**src/rtl/mult_fu_pkg.sv**
```systemverilog
// Shared definitions for the pipelined multiply functional unit.
package mult_fu_pkg;

    localparam int XLEN          = 32;
    localparam int PROD_W        = 2 * XLEN;
    localparam int N_ROB_ENTRIES = 32;
    localparam int N_PHYS_REG    = 64;

    typedef enum logic [1:0] {
        MUL    = 2'd0,
        MULH   = 2'd1,
        MULHSU = 2'd2,
        MULHU  = 2'd3
    } MULT_FUNC;

endpackage

```
**src/rtl/mult_fu_stage.sv**
```systemverilog
// One multiply pipeline stage: accumulates one multiplier chunk into the running
// sum and carries the operands, func and tags along with a valid bit.
module mult_stage
    import mult_fu_pkg::*;
#(
    parameter int CHUNK_W   = 16,
    parameter int OFFSET    = 0,
    parameter int ROB_IDX_W = 5,
    parameter int PR_IDX_W  = 6
) (
    input  logic                 clock,
    input  logic                 reset,
    input  logic                 hold_i,
    input  logic                 flush_i,
    input  logic                 valid_i,
    input  logic [PROD_W-1:0]    mcand_i,
    input  logic [PROD_W-1:0]    mplier_i,
    input  logic [PROD_W-1:0]    sum_i,
    input  MULT_FUNC             func_i,
    input  logic [ROB_IDX_W-1:0] rob_i,
    input  logic [PR_IDX_W-1:0]  pr_i,
    output logic                 valid_o,
    output logic [PROD_W-1:0]    mcand_o,
    output logic [PROD_W-1:0]    mplier_o,
    output logic [PROD_W-1:0]    sum_o,
    output MULT_FUNC             func_o,
    output logic [ROB_IDX_W-1:0] rob_o,
    output logic [PR_IDX_W-1:0]  pr_o
);

    logic                 valid_q;
    logic [PROD_W-1:0]    mcand_q, mplier_q, sum_q;
    logic [PROD_W-1:0]    mplier_d, sum_d;
    MULT_FUNC             func_q;
    logic [ROB_IDX_W-1:0] rob_q;
    logic [PR_IDX_W-1:0]  pr_q;

    // Partial product of the lowest remaining chunk, placed at this stage's bit offset.
    always_comb begin
        sum_d    = sum_i + ((mcand_i * PROD_W'(mplier_i[CHUNK_W-1:0])) << OFFSET);
        mplier_d = mplier_i >> CHUNK_W;
    end

    // Valid bit clears on flush and otherwise follows upstream unless held; data only
    // loads when a real op enters so an emptied stage keeps its last contents.
    always_ff @(posedge clock or negedge reset) begin
        if (!reset) begin
            valid_q  <= 1'b0;
            mcand_q  <= '0;
            mplier_q <= '0;
            sum_q    <= '0;
            func_q   <= MUL;
            rob_q    <= '0;
            pr_q     <= '0;
        end else begin
            if (flush_i) begin
                valid_q <= 1'b0;
            end else if (!hold_i) begin
                valid_q <= valid_i;
            end
            if (!hold_i && valid_i) begin
                mcand_q  <= mcand_i;
                mplier_q <= mplier_d;
                sum_q    <= sum_d;
                func_q   <= func_i;
                rob_q    <= rob_i;
                pr_q     <= pr_i;
            end
        end
    end

    assign valid_o  = valid_q;
    assign mcand_o  = mcand_q;
    assign mplier_o = mplier_q;
    assign sum_o    = sum_q;
    assign func_o   = func_q;
    assign rob_o    = rob_q;
    assign pr_o     = pr_q;

endmodule

```
**src/rtl/mult_fu.sv**
```systemverilog
// Pipelined RV32M multiply unit: operand extension, stall/busy control, squash and
// result-half selection around a chain of mult_stage instances.
module mult_fu
    import mult_fu_pkg::*;
#(
    parameter int NUM_STAGES = 4,
    parameter int ROB_IDX_W  = $clog2(N_ROB_ENTRIES),
    parameter int PR_IDX_W   = $clog2(N_PHYS_REG)
) (
    input  logic                 clock,
    input  logic                 reset,
    input  logic                 start,
    input  logic [XLEN-1:0]      opa,
    input  logic [XLEN-1:0]      opb,
    input  MULT_FUNC             func,
    input  logic [ROB_IDX_W-1:0] rob_idx_in,
    input  logic [PR_IDX_W-1:0]  pr_idx_in,
    input  logic                 squash,
    input  logic                 cdb_grant,
    output logic                 cdb_req,
    output logic [XLEN-1:0]      result,
    output logic [ROB_IDX_W-1:0] rob_idx_out,
    output logic [PR_IDX_W-1:0]  pr_idx_out,
    output logic                 busy
);

    localparam int CHUNK_W = PROD_W / NUM_STAGES;

    // Index 0 is the entry point; index g+1 is the output of stage g.
    logic                 vld    [NUM_STAGES+1];
    logic [PROD_W-1:0]    mcand  [NUM_STAGES+1];
    logic [PROD_W-1:0]    mplier [NUM_STAGES+1];
    logic [PROD_W-1:0]    sum    [NUM_STAGES+1];
    MULT_FUNC             fn     [NUM_STAGES+1];
    logic [ROB_IDX_W-1:0] rob    [NUM_STAGES+1];
    logic [PR_IDX_W-1:0]  pr     [NUM_STAGES+1];

    logic stall;
    logic accept;

    // Sign-extend opa for MULH/MULHSU and opb for MULH only; everything else is unsigned.
    always_comb begin
        if (func == MULH || func == MULHSU) begin
            mcand[0] = {{(PROD_W-XLEN){opa[XLEN-1]}}, opa};
        end else begin
            mcand[0] = {{(PROD_W-XLEN){1'b0}}, opa};
        end
        if (func == MULH) begin
            mplier[0] = {{(PROD_W-XLEN){opb[XLEN-1]}}, opb};
        end else begin
            mplier[0] = {{(PROD_W-XLEN){1'b0}}, opb};
        end
    end

    // Whole pipe freezes while the output waits for the CDB; busy never looks at start.
    always_comb begin
        stall  = vld[NUM_STAGES] & ~cdb_grant;
        accept = start & ~stall & ~squash;
    end

    assign busy   = stall;
    assign vld[0] = accept;
    assign sum[0] = '0;
    assign fn[0]  = func;
    assign rob[0] = rob_idx_in;
    assign pr[0]  = pr_idx_in;

    for (genvar g = 0; g < NUM_STAGES; g++) begin : gStage
        mult_stage #(
            .CHUNK_W  (CHUNK_W),
            .OFFSET   (g * CHUNK_W),
            .ROB_IDX_W(ROB_IDX_W),
            .PR_IDX_W (PR_IDX_W)
        ) uStage (
            .clock   (clock),
            .reset   (reset),
            .hold_i  (stall),
            .flush_i (squash),
            .valid_i (vld[g]),
            .mcand_i (mcand[g]),
            .mplier_i(mplier[g]),
            .sum_i   (sum[g]),
            .func_i  (fn[g]),
            .rob_i   (rob[g]),
            .pr_i    (pr[g]),
            .valid_o (vld[g+1]),
            .mcand_o (mcand[g+1]),
            .mplier_o(mplier[g+1]),
            .sum_o   (sum[g+1]),
            .func_o  (fn[g+1]),
            .rob_o   (rob[g+1]),
            .pr_o    (pr[g+1])
        );
    end

    // MUL returns the low word of the product, all other ops the high word.
    always_comb begin
        if (fn[NUM_STAGES] == MUL) begin
            result = sum[NUM_STAGES][XLEN-1:0];
        end else begin
            result = sum[NUM_STAGES][PROD_W-1:XLEN];
        end
    end

    assign cdb_req     = vld[NUM_STAGES];
    assign rob_idx_out = rob[NUM_STAGES];
    assign pr_idx_out  = pr[NUM_STAGES];

    logic [2*PROD_W-1:0] unused_tail;
    assign unused_tail = {mcand[NUM_STAGES], mplier[NUM_STAGES]};

endmodule
```
**config.mk**
```make
export PLATFORM = sky130hd
export DESIGN_NAME = mult_fu
export DESIGN_NICKNAME = d
export VERILOG_FILES = /design/src/rtl/mult_fu_pkg.sv /design/src/rtl/mult_fu_stage.sv /design/src/rtl/mult_fu.sv
export SDC_FILE = /design/constraint.sdc
export NUM_CORES = 2
export LEC_CHECK = 0
export ABC_CLOCK_PERIOD_IN_PS = 10620
export CORE_MARGIN = 1
export CORE_UTILIZATION = 60
export CTS_BUF_LIST = sky130_fd_sc_hd__clkbuf_2
export CTS_CLUSTER_DIAMETER = 40
export DETAILED_ROUTE_END_ITERATION = 16
export PLACE_DENSITY = 0.76
export SLEW_MARGIN = 20
export SYNTH_ARGS = -nofsm -noshare
export SYNTH_HDL_FRONTEND = slang
export SYNTH_SLANG_ARGS = --single-unit
```
**constraint.sdc**
```tcl
create_clock -name clock -period 10.62 [get_ports clock]
set_input_delay 1.062 -clock clock [delete_from_list [all_inputs] [get_ports clock]]
set_output_delay 1.062 -clock clock [all_outputs]
set_load 0.02 [all_outputs]
```
==> flow_summary.toml <==
[run_status]
outcome = "completed"

[global_route]
grt_use_total_pct = 33.25
grt_pass1_wl_um = 284700
antenna_found_initial = 5
grt_pass1_vias = 51757
gr-total-overflow = 0
grt_start_max_net_pins = 165

[synth]
synth_cell_types = 80
yosysTopAreaCell = "fa_1"
postSynthCellCount = 6918
syn_area_mm2 = 0.06538
syn_nets = 8645
synth_edf_count = 0
async_flop_share_pct = 100.0
syn_area_per_cell_um2 = 9.451
synth-seq-area-share_pct = 15.77
yosys-top-cells-area = "fa_1 39%, dfrtp_1 16%, inv_1 7.9%"
synth_seq_cells = 412
synth_top_area_share_pct = 39.22
ys.flop_type = "dfrtp_1"
yosys_warnings = 0

[floorplanning]
pin_count = 127
initial_core_util_pct = 60.82
fp-row-count = 120
fp.dieW_um = 332.1
die_h_um = 332.1
coreArea_mm2 = 0.1075
die_area_mm2 = 0.1103

[drt]
first_iter_violations = 3730
met3RoutedLength_um = 14080
wl_met2_um = 83380
wl_met1_um = 70650
ant_nets = 0
vias = 48055
wirelength_um = 175900
dr.pass1.iters = 5
drcViolationCount = 0
wl_per_cell_um = 20.87
routed_via_density = 5.703
top_layer_used = "met5"

[placed_design]
portBuffers = 126
hpwlAfterDp_um = 141700
gp_congestion = 0.9769
place_ws_ns = 1.345

[timing]
finalHoldViolations = 0
skew_ns = 0.1814
rsz0062_at_grt = "no"
period_share_pct = 88.28
period_needed_ns = 9.375
setup_ws_ns = 1.245
slew_headroom_pct = 19.80
finalSetupViolations = 0
slew_viol_final = 0
finalSetupTns_ns = 0
holdWs_ns = 0.3569
worst_slew_pin_slew_ns = 1.199
fmax_mhz = 106.7

[worst_setup_path]
start_kind = "register"
crit_slowest_cell = "dfrtp_1"
worst-setup-path-type = "reg -> reg"
cp_max_fo = 25
end_kind = "register"
cpMostUsedCell = "fa_1"
slowest_delay_ns = 0.96
cp.arrival_ns = 10.49
r2r_setup_slack_ns = 1.24
worstPathRequired_ns = 11.73

[flow_run]
cap_violations = 0

[clock_tree]
clock-sinks = 412
clk_pin_slew_ns = 0.11
post_cts_buffers = 0
h-tree-depth = 3
cts_tree = "done"
worstSkewPairLatency_ns = 1.30
cts_root_buffer = "clkbuf_2"
ctsLongestPathBuffers = 3
cts_inserted_buffers = 111

[hold_path]
hold_class = "in -> reg"

[cells_and_area]
layout_common_cells = "1374 x inv_1, 1281 x fa_1, 1150 x nand2_1"
layout-drive-gt1-share_pct = 7.469
final_common_cell = "inv_1"
fin_nets = 8670
fillCellCount = 8918
syn2layout_area_growth_pct = 5.481
==> flip-flops by register name, indices dropped and copies added (netlist names) <==
register                flops
gStage.uStage.sum_o       256
gStage.uStage.mplier_o     19
gStage.uStage.rob_o        20
gStage.uStage.pr_o         24
gStage.uStage.func_o        8
gStage.uStage.mcand_o      81
gStage.uStage.valid_o       4
==> worst max-delay path, delay by kind of cell, from the launching register on <==
kind	cells	cell delay (ns)
xor gates and xnor gates	2	0.42
adders and majority gates	8	3.76
AOI/OAI and AO/OA	14	2.85
DFF	1	0.96
buffers and inverters	6	0.56
and+or+nand+nor	4	0.66
==> metal layers <==
| metal | vias up | track usage, % |
|---|---|---|
| li1 | 21229 | - |
| met1 | 24417 | 44.23 |
| met2 | 1964 | 54.04 |
| met3 | 441 | 6.224 |
| met4 | 4 | 13.35 |
| met5 | - | 0 |
==> final cells by class <==
| cell class | count | area (um^2) | share of cell area [%] |
|---|---|---|---|
| multi-input cells | 4837 | 48840 | 70.82 |
| flip-flops and latches | 412 | 10310 | 14.95 |
| inverters | 1374 | 5157 | 7.478 |
| repair buffers | 207 | 1846 | 2.676 |
| well taps | 1403 | 1755 | 2.545 |
| clock buffers | 140 | 700.7 | 1.016 |
| clock inverters | 46 | 331.6 | 0.4808 |
| diodes | 8 | 20.02 | 0.02903 |
==> stage by stage <==
step	std cells	util, %	instance area [um^2]
global placement	8232	63.15	67890
floorplan	6918	-	65380
detailed placement	8232	63.15	67890
CTS	8419	64.12	68930
global route	8423	64.14	68950
finish	8427	64.15	68960
==> worst paths after layout <==
check,depth (start not counted),endpoint,start
max,34,gStage[1].uStage.sum_o[61]$_DFFE_PN0P_,gStage[0].uStage.mplier_o[1]$_DFFE_PN0P_
min,3,gStage[0].uStage.rob_o[1]$_DFFE_PN0P_,rob_idx_in[1]
max reg2reg,34,gStage[1].uStage.sum_o[61]$_DFFE_PN0P_,gStage[0].uStage.mplier_o[1]$_DFFE_PN0P_
min reg2reg,1,gStage[2].uStage.pr_o[0]$_DFFE_PN0P_,gStage[1].uStage.pr_o[0]$_DFFE_PN0P_
max in group asynchronous,4,gStage[1].uStage.sum_o[42]$_DFFE_PN0P_,reset
min in group asynchronous,2,gStage[3].uStage.sum_o[60]$_DFFE_PN0P_,reset
==> synthesized netlist by cell type (12+ instances only) <==
master	count
and2_1	412
nand3_1	39
inv_1	1374
a31oi_1	24
clkbuf_1	291
mux2_2	225
ha_1	364
nor3_1	41
dfrtp_1	412
o211ai_1	12
nor2_1	111
o21ai_0	240
a21oi_1	202
nand2b_1	26
nand2_1	1153
fa_1	1281
a21o_1	125
xnor2_1	158
nor2b_1	22
xor2_1	96
o21bai_1	35
a211oi_1	24
and3_1	24
o21a_1	29
nand4_1	29
==> cell families after synthesis <==
family	count (synthesis)	synth area share, %
compound gates	810	7.867
xor+xnor	255	3.437
fa+ha+maj	1645	46.19
buf+inv	1669	9.586
flops	412	15.77
mux	227	3.906
simple gates	1900	13.25
==> repair_timing <==
item | 4_1_cts | 5_1_grt
hold buffers | 1 | 0
hold endpoints to repair | 101 | 0
resized for setup | 0 | 0
endpoints found under the setup margin | 0 | 0
Power is left out: the tool's default activity adds up to more than one toggle a clock period on the data nets, which glitch-free logic cannot reach.
